==> config.mk <==
export PLATFORM = sky130hd
export DESIGN_NAME = switch_debouncer_flat
export DESIGN_NICKNAME = d
export VERILOG_FILES = /design/src/rtl/switch_debouncer_if.sv /design/src/rtl/switch_debouncer.sv /design/src/flat_wrapper.sv
export SDC_FILE = /design/constraint.sdc
export NUM_CORES = 1
export LEC_CHECK = 0
export ABC_CLOCK_PERIOD_IN_PS = 4050
export CAP_MARGIN = 20
export CORE_MARGIN = 3
export CORE_UTILIZATION = 63
export CTS_CLUSTER_DIAMETER = 200
export DETAILED_ROUTE_END_ITERATION = 7
export HOLD_SLACK_MARGIN = 0.02
export PLACE_DENSITY = 0.85
export SLEW_MARGIN = 20
export SYNTH_ARGS = -nofsm -noshare
export SYNTH_HDL_FRONTEND = slang
export SYNTH_SLANG_ARGS = --single-unit
==> constraint.sdc <==
create_clock -name clk_50 -period 4.05 [get_ports clk_50]
set_input_delay 0.81 -clock clk_50 [delete_from_list [all_inputs] [get_ports clk_50]]
set_output_delay 0.81 -clock clk_50 [all_outputs]
set_load 0.02 [all_outputs]
==> src/rtl/switch_debouncer_if.sv <==
// ---------------------------------------------------------------------------
// switch_debouncer_if
//
// Bundles the per-channel switch signals between the board-pin side and the
// debouncer. All vectors are N_CH bits wide, one bit per switch channel.
//
//   sw          raw switch pins (asynchronous to clk_50)
//   sw_level    debounced level
//   sw_rise     one-cycle pulse on an accepted 0->1 transition
//   sw_fall     one-cycle pulse on an accepted 1->0 transition
//   led         LED mirror of sw_level
//   chg_clr     clear for sticky change flags      (SW_STICKY_EN only)
//   sw_changed  sticky change flags                (SW_STICKY_EN only)
//
// Modports:
//   master  board / consumer side: drives the pins, reads the clean outputs
//   slave   the debouncer itself
//
// Optional feature macro: SW_STICKY_EN
// ---------------------------------------------------------------------------
interface switch_debouncer_if #(
    parameter int unsigned N_CH = 4
);

    logic [N_CH-1:0] sw;
    logic [N_CH-1:0] sw_level;
    logic [N_CH-1:0] sw_rise;
    logic [N_CH-1:0] sw_fall;
    logic [N_CH-1:0] led;
`ifdef SW_STICKY_EN
    logic [N_CH-1:0] chg_clr;
    logic [N_CH-1:0] sw_changed;

    modport master (
        output sw,
        output chg_clr,
        input  sw_level,
        input  sw_rise,
        input  sw_fall,
        input  led,
        input  sw_changed
    );

    modport slave (
        input  sw,
        input  chg_clr,
        output sw_level,
        output sw_rise,
        output sw_fall,
        output led,
        output sw_changed
    );
`else
    modport master (
        output sw,
        input  sw_level,
        input  sw_rise,
        input  sw_fall,
        input  led
    );

    modport slave (
        input  sw,
        output sw_level,
        output sw_rise,
        output sw_fall,
        output led
    );
`endif

endinterface

==> src/rtl/switch_debouncer.sv <==
// ---------------------------------------------------------------------------
// switch_debouncer
//
// Front end for the board slide switches. Each of the N_CH raw, asynchronous
// switch inputs goes through a two-flop synchroniser and a per-channel
// debounce counter. A new level is accepted only after the synchronised input
// has disagreed with the current debounced level for DEBOUNCE_CYCLES
// consecutive cycles; any single agreeing cycle restarts the count.
//
// Parameters:
//   N_CH             number of switch channels (>= 1)
//   DEBOUNCE_CYCLES  consecutive mismatching cycles needed to accept a level
//                    (>= 1)
//   RESET_LEVEL      reset value of the synchroniser flops and debounced level
//
// Ports:
//   clk_50  50 MHz system clock, all logic on its rising edge
//   rst     synchronous, active-high reset
//   bus     switch_debouncer_if.slave: sw in; sw_level, sw_rise, sw_fall, led
//           out; with SW_STICKY_EN also chg_clr in and sw_changed out
//
// Optional feature macro: SW_STICKY_EN
//   Adds per-channel sticky change flags, set by a rise/fall pulse and cleared
//   by chg_clr. A set in the same cycle as a clear wins.
// ---------------------------------------------------------------------------
module switch_debouncer #(
    parameter int unsigned N_CH            = 4,
    parameter int unsigned DEBOUNCE_CYCLES = 500000,
    parameter logic        RESET_LEVEL     = 1'b0
) (
    input logic               clk_50,
    input logic               rst,
    switch_debouncer_if.slave bus
);

    localparam int unsigned CntW = $clog2(DEBOUNCE_CYCLES + 1);
    // Terminal count: reaching it with a mismatch still present accepts the level.
    localparam logic [CntW-1:0] CntLast = CntW'(DEBOUNCE_CYCLES - 1);

    // -----------------------------------------------------------------------
    // Synchroniser
    // -----------------------------------------------------------------------
    logic [N_CH-1:0] s1_q;
    logic [N_CH-1:0] s2_q;

    always_ff @(posedge clk_50) begin
        if (rst) begin
            s1_q <= {N_CH{RESET_LEVEL}};
            s2_q <= {N_CH{RESET_LEVEL}};
        end else begin
            s1_q <= bus.sw;
            s2_q <= s1_q;
        end
    end

    // -----------------------------------------------------------------------
    // Debounce counters and level
    // -----------------------------------------------------------------------
    logic [CntW-1:0] cnt_q [N_CH];
    logic [CntW-1:0] cnt_d [N_CH];
    logic [N_CH-1:0] level_q;
    logic [N_CH-1:0] level_d;
    logic [N_CH-1:0] rise_q;
    logic [N_CH-1:0] rise_d;
    logic [N_CH-1:0] fall_q;
    logic [N_CH-1:0] fall_d;

    always_comb begin
        level_d = level_q;
        rise_d  = '0;
        fall_d  = '0;
        cnt_d   = cnt_q;
        for (int i = 0; i < int'(N_CH); i++) begin
            if (s2_q[i] == level_q[i]) begin
                // Agreement (including a glitch back) restarts the count.
                cnt_d[i] = '0;
            end else if (cnt_q[i] == CntLast) begin
                cnt_d[i]   = '0;
                level_d[i] = s2_q[i];
                rise_d[i]  = s2_q[i];
                fall_d[i]  = ~s2_q[i];
            end else begin
                cnt_d[i] = cnt_q[i] + CntW'(1);
            end
        end
    end

    always_ff @(posedge clk_50) begin
        if (rst) begin
            level_q <= {N_CH{RESET_LEVEL}};
            rise_q  <= '0;
            fall_q  <= '0;
            for (int i = 0; i < int'(N_CH); i++) begin
                cnt_q[i] <= '0;
            end
        end else begin
            level_q <= level_d;
            rise_q  <= rise_d;
            fall_q  <= fall_d;
            for (int i = 0; i < int'(N_CH); i++) begin
                cnt_q[i] <= cnt_d[i];
            end
        end
    end

    assign bus.sw_level = level_q;
    assign bus.sw_rise  = rise_q;
    assign bus.sw_fall  = fall_q;
    // The LED is a straight mirror of the registered level.
    assign bus.led      = level_q;

    // -----------------------------------------------------------------------
    // Sticky change flags
    // -----------------------------------------------------------------------
`ifdef SW_STICKY_EN
    logic [N_CH-1:0] changed_q;
    logic [N_CH-1:0] changed_d;

    always_comb begin
        changed_d = changed_q;
        // Set from the visible pulses; set beats a simultaneous clear.
        changed_d = (rise_q | fall_q) | (changed_q & ~bus.chg_clr);
    end

    always_ff @(posedge clk_50) begin
        if (rst) begin
            changed_q <= '0;
        end else begin
            changed_q <= changed_d;
        end
    end

    assign bus.sw_changed = changed_q;
`endif

endmodule
==> src/flat_wrapper.sv <==
// flat-port wrapper written by rule: the top's interface ports become plain ports
module switch_debouncer_flat 
#(
    parameter int unsigned N_CH            = 4,
    parameter int unsigned DEBOUNCE_CYCLES = 500000,
    parameter logic        RESET_LEVEL     = 1'b0
)
  (clk_50, rst, bus_sw, bus_sw_level, bus_sw_rise, bus_sw_fall, bus_led);
  switch_debouncer_if #(.N_CH(N_CH)) bus_i ();
  input logic clk_50;
  input logic rst;
  input wire logic [$bits(bus_i.sw)-1:0] bus_sw;
  output wire logic [$bits(bus_i.sw_level)-1:0] bus_sw_level;
  output wire logic [$bits(bus_i.sw_rise)-1:0] bus_sw_rise;
  output wire logic [$bits(bus_i.sw_fall)-1:0] bus_sw_fall;
  output wire logic [$bits(bus_i.led)-1:0] bus_led;
  assign bus_i.sw = bus_sw;
  assign bus_sw_level = bus_i.sw_level;
  assign bus_sw_rise = bus_i.sw_rise;
  assign bus_sw_fall = bus_i.sw_fall;
  assign bus_led = bus_i.led;
  switch_debouncer #(.N_CH(N_CH), .DEBOUNCE_CYCLES(DEBOUNCE_CYCLES), .RESET_LEVEL(RESET_LEVEL)) u_core (.clk_50(clk_50), .rst(rst), .bus(bus_i));
endmodule
==> out/results.txt, run 1 <==
Clock Latency Late Sink -> 360 ps
Net Sw Frac -> 20.1%
diodes inserted -> 0
hold depth -> 1
arrival time worst endpoint -> 2550 ps
die span in x -> 86.9 um
critical path type -> input port to flop
fraction of the mapped netlist area in simple logic gates -> 30.9%
Total Wirelength -> 7.75 mm
MaxCap Viol Count -> 0
Mapped Area -> 0.00412 mm^2
TritonCTS buffer count -> 9
GR Overflow Total -> 0
Pwr per Cell Area -> 360 mW/mm^2
RSZ-0062 raised after global routing -> no
top cell type's share of synthesized area -> 46.6%
clock slew at reported path FFs -> 90 ps
status -> finished clean
post-cts resize count -> 0
Final #Nets -> 485
Synth area leaders -> dfxtp_1 (47%), xnor2_1 (6.6%), nor2_1 (5.9%)
CTS tree -> done
clk sink count -> 96
global-route wire length before repair -> 13.6 mm
TNS Setup -> 0 ps
CP Launch Type -> input port
drt via density -> 5.86
LEAKAGE -> 1.36 nW
cells after synthesis -> 457
fmax -> 441 MHz
Worst-Margin Slew -> 739 ps
Detailed Place HPWL -> 5.39 mm
worst-case clock buffer depth -> 2
input/output buffers -> 21
power share of the combinational group -> 1.3%
cell taking the most area after synthesis -> dfxtp_1
fraction of synthesized area in multiplexers -> 0%
Net Count, Synth -> 467
Die Ht -> 86.9 um
Hold Path Class -> flop to flop
initial antenna violation count -> 0
Remaining DRCs -> 0
H-tree lvl count -> 3
fillers -> 454
WL per Instance -> 14.0 um
Layout area overhead -> 11.0%
Post-CTS Hold Fix Bufs -> 0
area of the core -> 0.00613 mm^2
Syn Area/Cell -> 9.02 um^2
sequential share of power -> 57.7%
final-report setup violation count -> 0
clock period minus worst slack -> 2270 ps
via count of the first global-routing pass -> 3080
Initial Util -> 67.3%
Clock power frac -> 41.0%
fin crit share -> 56.0%
die area -> 0.00755 mm^2
xor and xnor fraction of the mapped netlist area -> 11.3%
P_sw -> 331 uW
GP Congestion -> 0.868
post-synthesis sequential area ratio -> 46.6%
Root Buffer -> clkbuf_8
Internal -> 1.32 mW
Synth Warn # -> 0
ANT nets after route -> 0
via count -> 3255
CP required -> 4330 ps
Seq cells post-synth -> 96
Global Route met2 Usage -> 37.1%
share of cells above drive strength 1 -> 6.25%
main combinational cell family by area after synthesis -> simple AND/OR/NAND/NOR gates
Synth Area in Compound Gates -> 6.98%
M1 GR Usage -> 28.2%
largest net degree at the start of global routing -> 22
met3 GRT Util -> 5.87%
worst vdd ir -> 0.000275 V
setup repair bufs after CTS -> 0
gr usage total -> 22.2%
endpoints failing hold -> 0
global route hottest layer -> met2
DR iter-0 viols -> 107
Cell variety after synth -> 43
clock skew -> 8.87 ps
Crit. End Element -> flop
row count -> 28
count of pins over their slew limit -> 0
Initial DRT Pass Iterations -> 4
IO Count -> 22
Rel. slew slack -> 50.7%
total power -> 1.65 mW
worst reg2reg path depth -> 4
crit-path max FO -> 21
Adder-Cell Fraction of Synth Area -> 1.21%
==> worst paths after layout <==
kind,from,end,slack (ps)
setup / recovery,rst,u_core.cnt_q[75],1780
hold / removal,u_core.s1_q[0],u_core.s2_q[0],440
setup reg to reg,u_core.cnt_q[49],u_core.cnt_q[41],2010
hold reg to reg,u_core.s1_q[0],u_core.s2_q[0],440
==> through the flow <==
stage / util, % / cells / setup slack [ps] / hold WS, ps / area [um^2]
2_1_floorplan: - / 457 / 2260 / 414 / 4120
3_3_place_gp: 71.0 / 539 / 1320 / 419 / 4350
3_5_place_dp: 71.0 / 539 / 1260 / 426 / 4350
4_1_cts: 74.6 / 555 / 1630 / 447 / 4570
5_1_grt: 74.7 / 555 / 1640 / 464 / 4580
6_report: 74.7 / 555 / 1780 / 442 / 4580
==> registers in the layout (all words and copies together) (netlist names) <==
signal,flops
u_core.bus.sw_rise,4
u_core.s2_q,4
u_core.bus.led,4
u_core.bus.sw_fall,4
u_core.s1_q,4
u_core.cnt_q,76
==> per-layer routing <==
metal | share of wire (%) | wire length, um
met5 | 0 | 0
met4 | 1.5 | 114
met3 | 3.8 | 291
met2 | 49 | 3820
met1 | 45 | 3520
==> critical path, stage by stage <==
cell and delay, ps:
clkdlybuf4s50_1 770, nand2b_1 380, o21bai_2 390, a21oi_1 200
==> cell type report <==
| type | count | area, um^2 | share of cell area (%) |
|---|---|---|---|
| multi-input combinational | 334 | 2080 | 45.5 |
| clock inverter | 6 | 82.6 | 1.80 |
| inverter | 13 | 48.8 | 1.07 |
| timing repair buffer | 21 | 210 | 4.59 |
| tap | 75 | 93.8 | 2.05 |
| sequential | 96 | 1920 | 42.0 |
| clock buffer | 10 | 138 | 3.01 |
==> layout by cell type, fill, tap and decap left out, types with 2 or more instances in the layout <==
| master | n |
|---|---|
| and3_1 | 9 |
| clkbuf_8 | 10 |
| ha_1 | 4 |
| bufinv_16 | 2 |
| clkdlybuf4s50_1 | 21 |
| inv_1 | 13 |
| nand3_1 | 32 |
| o21ai_0 | 13 |
| nor2_1 | 65 |
| o21ai_2 | 3 |
| nand4b_1 | 5 |
| and4_1 | 5 |
| a21oi_1 | 22 |
| nor4_1 | 18 |
| and3b_1 | 2 |
| or3_4 | 2 |
| nand2_1 | 21 |
| nand3_2 | 2 |
| dfxtp_1 | 96 |
| nor2b_1 | 8 |
| nor4b_1 | 7 |
| clkinv_2 | 3 |
| xnor2_1 | 31 |
| nand4_1 | 15 |
| xor2_1 | 22 |
| o31ai_1 | 7 |
| or4_1 | 9 |
| or3_1 | 12 |
| nor3_1 | 6 |
==> power groups by stage <==
stage / Clock, mW / Combinational (mW) / Sequential (mW)
floorplan: 0 / 0.0141 / 0.972
global placement: 0 / 0.0209 / 0.973
detailed placement: 0 / 0.0218 / 0.973
CTS: 0.688 / 0.0220 / 0.951
global route: 0.728 / 0.0248 / 0.952
finish: 0.676 / 0.0220 / 0.951
==> Yosys cell counts (all sizes together) <==
cell type / count
dfxtp: 96
nor2: 65
nand3: 34
xnor2: 31
a21oi: 22
xor2: 22
nand2: 21
nor4: 18
nand4: 16
o21ai: 16
or3: 15
inv: 13
and3: 9
or4: 9
buf: 8
nor2b: 8
nor4b: 7
o31ai: 7
and4: 6
clkbuf: 6
nor3: 6
nand4b: 5
ha: 4
and3b: 2
a31o: 1
and2: 1
and4bb: 1
nand2b: 1
nand3b: 1
nor3b: 1
nor4bb: 1
o21a: 1
o21ba: 1
o21bai: 1
or4b: 1
==> cell families (layout without fill, tap and decap cells) <==
family          count (synthesis)  after routing
flops                          96             96
compound gates                 49             49
simple gates                  228            228
xor+xnor                       53             53
fa+ha+maj                       4              4
buf+inv                        27             50
Note: power is estimated with default switching activity, not from simulation.
==> run 2, diff against run 1 <==
ABC_CLOCK_PERIOD_IN_PS = 1800   (was 4050)
CORE_UTILIZATION = 53   (was 63)
PLACE_DENSITY = 0.77   (was 0.85)
clock period = 1.8 ns   (was 4.05 ns; I/O delays follow)
==> out/results.txt, run 2 (same netlist as run 1, synthesis figures left out) <==
status -> finished clean (unchanged)
count of pins over their slew limit -> 0 (unchanged)
fin crit share -> 95.7%
Layout area overhead -> 18.4% (was 11.0%)
clk sink count -> 96 (unchanged)
Clock Latency Late Sink -> 350 ps (was 360 ps)
Initial DRT Pass Iterations -> 4 (unchanged)
critical path type -> flop to flop (was input port to flop)
fmax -> 581 MHz
final-report setup violation count -> 0 (unchanged)
Rel. slew slack -> 70.4% (was 50.7%)
LEAKAGE -> 1.57 nW (was 1.36 nW)
Most flops, register -> u_core.cnt_q (unchanged)
clock slew at reported path FFs -> 90 ps (about the same)
worst-case clock buffer depth -> 2 (unchanged)
via count of the first global-routing pass -> 3189 (was 3080)
clock period minus worst slack -> 1720 ps
Total Wirelength -> 8.02 mm (was 7.75 mm)
arrival time worst endpoint -> 2010 ps (was 2550 ps)
drt via density -> 5.56 (was 5.86)
Final #Nets -> 519 (was 485)
Root Buffer -> clkbuf_8 (unchanged)
most common cell after layout, fill and taps aside -> dfxtp_1 (unchanged)
total power -> 3.70 mW (was 1.65 mW)
gr usage total -> 19.0% (was 22.2%)
WL per Instance -> 13.1 um (was 14.0 um)
initial antenna violation count -> 0 (unchanged)
Pwr per Cell Area -> 757 mW/mm^2 (was 360 mW/mm^2)
most frequent cells in the layout -> dfxtp_1 (89), nor2_1 (65), buf_4 (34), nand3_1 (31), xnor2_1 (31) (was dfxtp_1 (96), nor2_1 (65), nand3_1 (32), xnor2_1 (31))
DR iter-0 viols -> 135 (was 107)
global-route wire length before repair -> 13.8 mm (was 13.6 mm)
via count -> 3398 (was 3255)
input/output buffers -> 21 (unchanged)
H-tree lvl count -> 3 (unchanged)
Post-CTS Hold Fix Bufs -> 0 (unchanged)
Worst-Margin Slew -> 438 ps (was 739 ps)
Hold Path Class -> flop to flop (unchanged)
die span in x -> 94.2 um (was 86.9 um)
area of the core -> 0.00741 mm^2 (was 0.00613 mm^2)
Crit. End Element -> flop (unchanged)
share of cells above drive strength 1 -> 14.3% (was 6.25%)
CP required -> 2090 ps (was 4330 ps)
endpoints failing hold -> 0 (unchanged)
CP Launch Type -> flop (was input port)
clock skew -> 4.34 ps (was 8.87 ps)
die area -> 0.00888 mm^2 (was 0.00755 mm^2)
ANT nets after route -> 0 (unchanged)
Die Ht -> 94.2 um (was 86.9 um)
Remaining DRCs -> 0 (unchanged)
row count -> 31 (was 28)
Largest register FFs -> 76 (unchanged)
diodes inserted -> 0 (unchanged)
GR Overflow Total -> 0 (unchanged)
MaxCap Viol Count -> 0 (unchanged)
Initial Util -> 55.7% (was 67.3%)
largest net degree at the start of global routing -> 15 (was 22)
GP Congestion -> 0.858 (was 0.868)
TritonCTS buffer count -> 9 (unchanged)
Detailed Place HPWL -> 5.78 mm (was 5.39 mm)
fillers -> 619 (was 454)
RSZ-0062 raised after global routing -> no (unchanged)
setup repair bufs after CTS -> 0 (unchanged)
crit-path max FO -> 3 (was 21)
IO Count -> 22 (unchanged)
worst vdd ir -> 0.000599 V (was 0.000275 V)
CTS tree -> done (unchanged)
TNS Setup -> 0 ps (unchanged)
[run 2: cell count changes in the layout (fill, tap and decap cells not counted), moves of 2 or more]
cell / previous run / this run
dfxtp_1: 96 / 89
buf_4: 0 / 34
ha_1: 4 / 2
dfxtp_2: 0 / 7
dlygate4sd2_1: 0 / 3
dlymetal6s2s_1: 0 / 2
clkdlybuf4s50_1: 21 / 16
[run 2: per-stage QoR]
stage	instance area, um^2	cells	setup WS (ps)	utilization, %	hold slack, ps
finish	4880	611	78.3	65.9	427
CTS	4840	611	7.82	65.4	441
global placement	4640	597	101	62.6	420
global route	4880	611	0.609	65.9	446
detailed placement	4640	597	12.6	62.6	420
floorplan	4120	457	19.3	-	414
[run 2: layout make-up]
cell class	instances	area [um^2]	share of cell area [%]
Multi-Input combinational cell	334	2110	43.1
Sequential cell	96	1930	39.5
Timing Repair Buffer	55	467	9.56
Clock buffer	10	138	2.82
Tap cell	99	124	2.54
Clock inverter	4	70.1	1.43
Inverter	13	48.8	0.999
[run 2: what timing repair did]
action,CTS,global route
endpoints found under the setup margin,5,9
endpoints found under the hold margin,0,0
resized for setup,4,14
[run 2: report_power, final]
group	leakage, nW	internal (mW)	switching, mW
logic	0.683	0.0325	0.0319
registers	0.778	2.13	0.00722
clock network	0.108	0.801	0.692
total	1.57	2.97	0.731
[run 2: critical path, cell delays in order (launching register included)]
cell	delay (ps)
dfxtp_1	340
or4b_1	550
nand4b_1	270
or3_1	370
a21oi_1	140
[run 2: layer usage]
layer | up-vias | GRT usage, % | routed length, um
met5 | - | 0 | 0
met4 | 0 | 3.97 | 59
met3 | 8 | 5.05 | 238
met2 | 47 | 33.3 | 3930
met1 | 1619 | 23.3 | 3800
li1 | 1724 | - | -
[run 2: path summary, 6_finish.rpt]
path,startpoint,endpoint,slack (ps),cells past startpoint
max,u_core.cnt_q[52],u_core.bus.led[1],80,4
min reg2reg,u_core.cnt_q[0],u_core.cnt_q[0],430,1
min,u_core.cnt_q[0],u_core.cnt_q[0],430,1
max reg2reg,u_core.cnt_q[52],u_core.bus.led[1],80,4
==> run 3, diff against run 2 <==
CORE_MARGIN = default   (was 3)
SKIP_CTS_REPAIR_TIMING = 1   (was default)
==> out/results.txt, run 3 (same netlist as run 1, synthesis figures left out) <==
Total Wirelength -> 8.06 mm (was 8.02 mm)
area of the multi-input gates -> 0.00213 mm^2 (was 0.00211 mm^2)
CTS tree -> done (unchanged)
TNS Setup -> 0 ps (unchanged)
Critical R2R Launch -> u_core.cnt_q[6] (was u_core.cnt_q[52])
worst r2r dst -> u_core.cnt_q[17] (was u_core.bus.led[1])
CP Launch Type -> flop (unchanged)
area of placed instances -> 0.00464 mm^2 (about the same)
total power -> 3.73 mW (was 3.70 mW)
sequence of cells on the critical path -> clkdlybuf4s50_1 (was or4b_1 > nand4b_1 > or3_1 > a21oi_1)
Crit. End Element -> output pin (was flop)
crit-path max FO -> 4 (was 3)
H-tree lvl count -> 3 (unchanged)
largest net degree at the start of global routing -> 20 (was 15)
fmax -> 575 MHz (was 581 MHz)
drt via density -> 5.54 (was 5.56)
gr usage total -> 20.5% (was 19.0%)
endpoints failing hold -> 0 (unchanged)
ANT nets after route -> 0 (unchanged)
clock skew -> 7.92 ps (was 4.34 ps)
Rel. slew slack -> 70.9% (was 70.4%)
Pwr per Cell Area -> 758 mW/mm^2 (was 757 mW/mm^2)
arrival time worst endpoint -> 1380 ps (was 2010 ps)
die span in x -> 90.2 um (was 94.2 um)
LEAKAGE -> 1.61 nW (was 1.57 nW)
Final #Nets -> 517 (was 519)
GR Overflow Total -> 0 (unchanged)
area of the core -> 0.00737 mm^2 (was 0.00741 mm^2)
Layout area overhead -> 19.4% (was 18.4%)
Reg area -> 0.00193 mm^2 (about the same)
most common cell after layout, fill and taps aside -> dfxtp_1 (unchanged)
Root Buffer -> clkbuf_8 (unchanged)
post-route cell area -> 0.00492 mm^2 (was 0.00488 mm^2)
Largest register FFs -> 76 (unchanged)
Remaining DRCs -> 0 (unchanged)
Final Core Density -> 66.8% (was 65.9%)
slowest CP cell -> clkdlybuf4s50_1 (was or4b_1)
DR iter-0 viols -> 125 (was 135)
worst reg2reg path depth -> 4 (unchanged)
fin crit share -> 96.7% (was 95.7%)
WL per Instance -> 13.2 um (was 13.1 um)
CP required -> 1440 ps (was 2090 ps)
status -> finished clean (unchanged)
diodes inserted -> 0 (unchanged)
worst path bufs/invs -> 1 (was 0)
Most flops, register -> u_core.cnt_q (unchanged)
share of cells above drive strength 1 -> 15.0% (was 14.3%)
input/output buffers -> 21 (unchanged)
clk sink count -> 96 (unchanged)
clock slew at reported path FFs -> 90 ps (about the same)
fillers -> 602 (was 619)
IO Count -> 22 (unchanged)
WHS Endpoint -> u_core.cnt_q[0] (unchanged)
row count -> 31 (unchanged)
die area -> 0.00814 mm^2 (was 0.00888 mm^2)
CP top delay family -> buffers and inverters (was simple AND/OR/NAND/NOR gates)
clock period minus worst slack -> 1740 ps (was 1720 ps)
via count -> 3387 (was 3398)
max incr delay on CP -> 620 ps (was 550 ps)
Initial Util -> 56.0% (was 55.7%)
Detailed Place HPWL -> 5.89 mm (was 5.78 mm)
Die Ht -> 90.2 um (was 94.2 um)
final-report setup violation count -> 0 (unchanged)
global-route wire length before repair -> 13.8 mm (about the same)
Hold Path Class -> flop to flop (unchanged)
most frequent cells in the layout -> dfxtp_1 (90), nor2_1 (65), xnor2_1 (31), buf_4 (31), nand3_1 (29) (was dfxtp_1 (89), nor2_1 (65), buf_4 (34), nand3_1 (31), xnor2_1 (31))
Initial DRT Pass Iterations -> 5 (was 4)
via count of the first global-routing pass -> 3180 (was 3189)
hold depth -> 1 (unchanged)
TritonCTS buffer count -> 9 (unchanged)
Worst-Margin Slew -> 431 ps (was 438 ps)
Worst Hold Launch -> u_core.cnt_q[0] (unchanged)
worst-case clock buffer depth -> 2 (unchanged)
count of pins over their slew limit -> 0 (unchanged)
Clock Latency Late Sink -> 360 ps (was 350 ps)
WHS -> 436 ps (was 427 ps)
critical path type -> flop to output pin (was flop to flop)
MaxCap Viol Count -> 0 (unchanged)
initial antenna violation count -> 0 (unchanged)
worst reg2reg setup slack -> 80 ps (about the same)
worst vdd ir -> 0.000438 V (was 0.000599 V)
GP Congestion -> 0.884 (was 0.858)
==> run 3: cell count changes in the layout (fill, tap and decap cells not counted), moves of 3 or more <==
cell,change
buf_4,-3
dlygate4sd2_1,-3
dlymetal6s2s_1,+3
nor4b_1,-3
nor4b_2,+3
==> run 3: area by class of cell <==
type                            instances  share of cell area, %
Multi-Input combinational cell        334                   43.2
Sequential cell                        96                   39.2
Timing Repair Buffer                   53                   9.65
Clock buffer                           10                   2.59
Tap cell                               99                   2.52
Clock inverter                          6                   1.88
Inverter                               13                  0.991
==> run 3: worst max path at each step <==
stage / startpoint / end / cells after the start
detailed placement: u_core.cnt_q[39] / u_core.cnt_q[54] / 5
finish: u_core.bus.led[0] / bus_led[0] / 1
global route: u_core.bus.led[0] / bus_led[0] / 1
CTS: u_core.bus.led[1] / bus_sw_level[1] / 1
floorplan: u_core.cnt_q[38] / u_core.cnt_q[54] / 5
global placement: u_core.cnt_q[39] / u_core.cnt_q[56] / 5
==> run 3: report_power, final <==
part	total [mW]	switching [mW]	internal [mW]
clock network	1.53	0.738	0.790
logic	0.0649	0.0328	0.0321
registers	2.14	0.00617	2.13
==> run 3: per-stage QoR <==
step                      worst slack, ps  std cells
after floorplan                      19.3        457
after global placement                101        595
after detailed placement             31.9        595
after CTS                           -44.9        611
after global routing               -0.726        611
final                                59.9        611
==> run 3: metal layers <==
metal  vias to the layer above  GRT usage, %  share of wire (%)
met4                         0          8.06               0.78
met2                        44          34.7                 49
li1                       1726             -                  -
met3                         6          2.96                3.0
met1                      1611          26.3                 47
met5                         -             0                  0
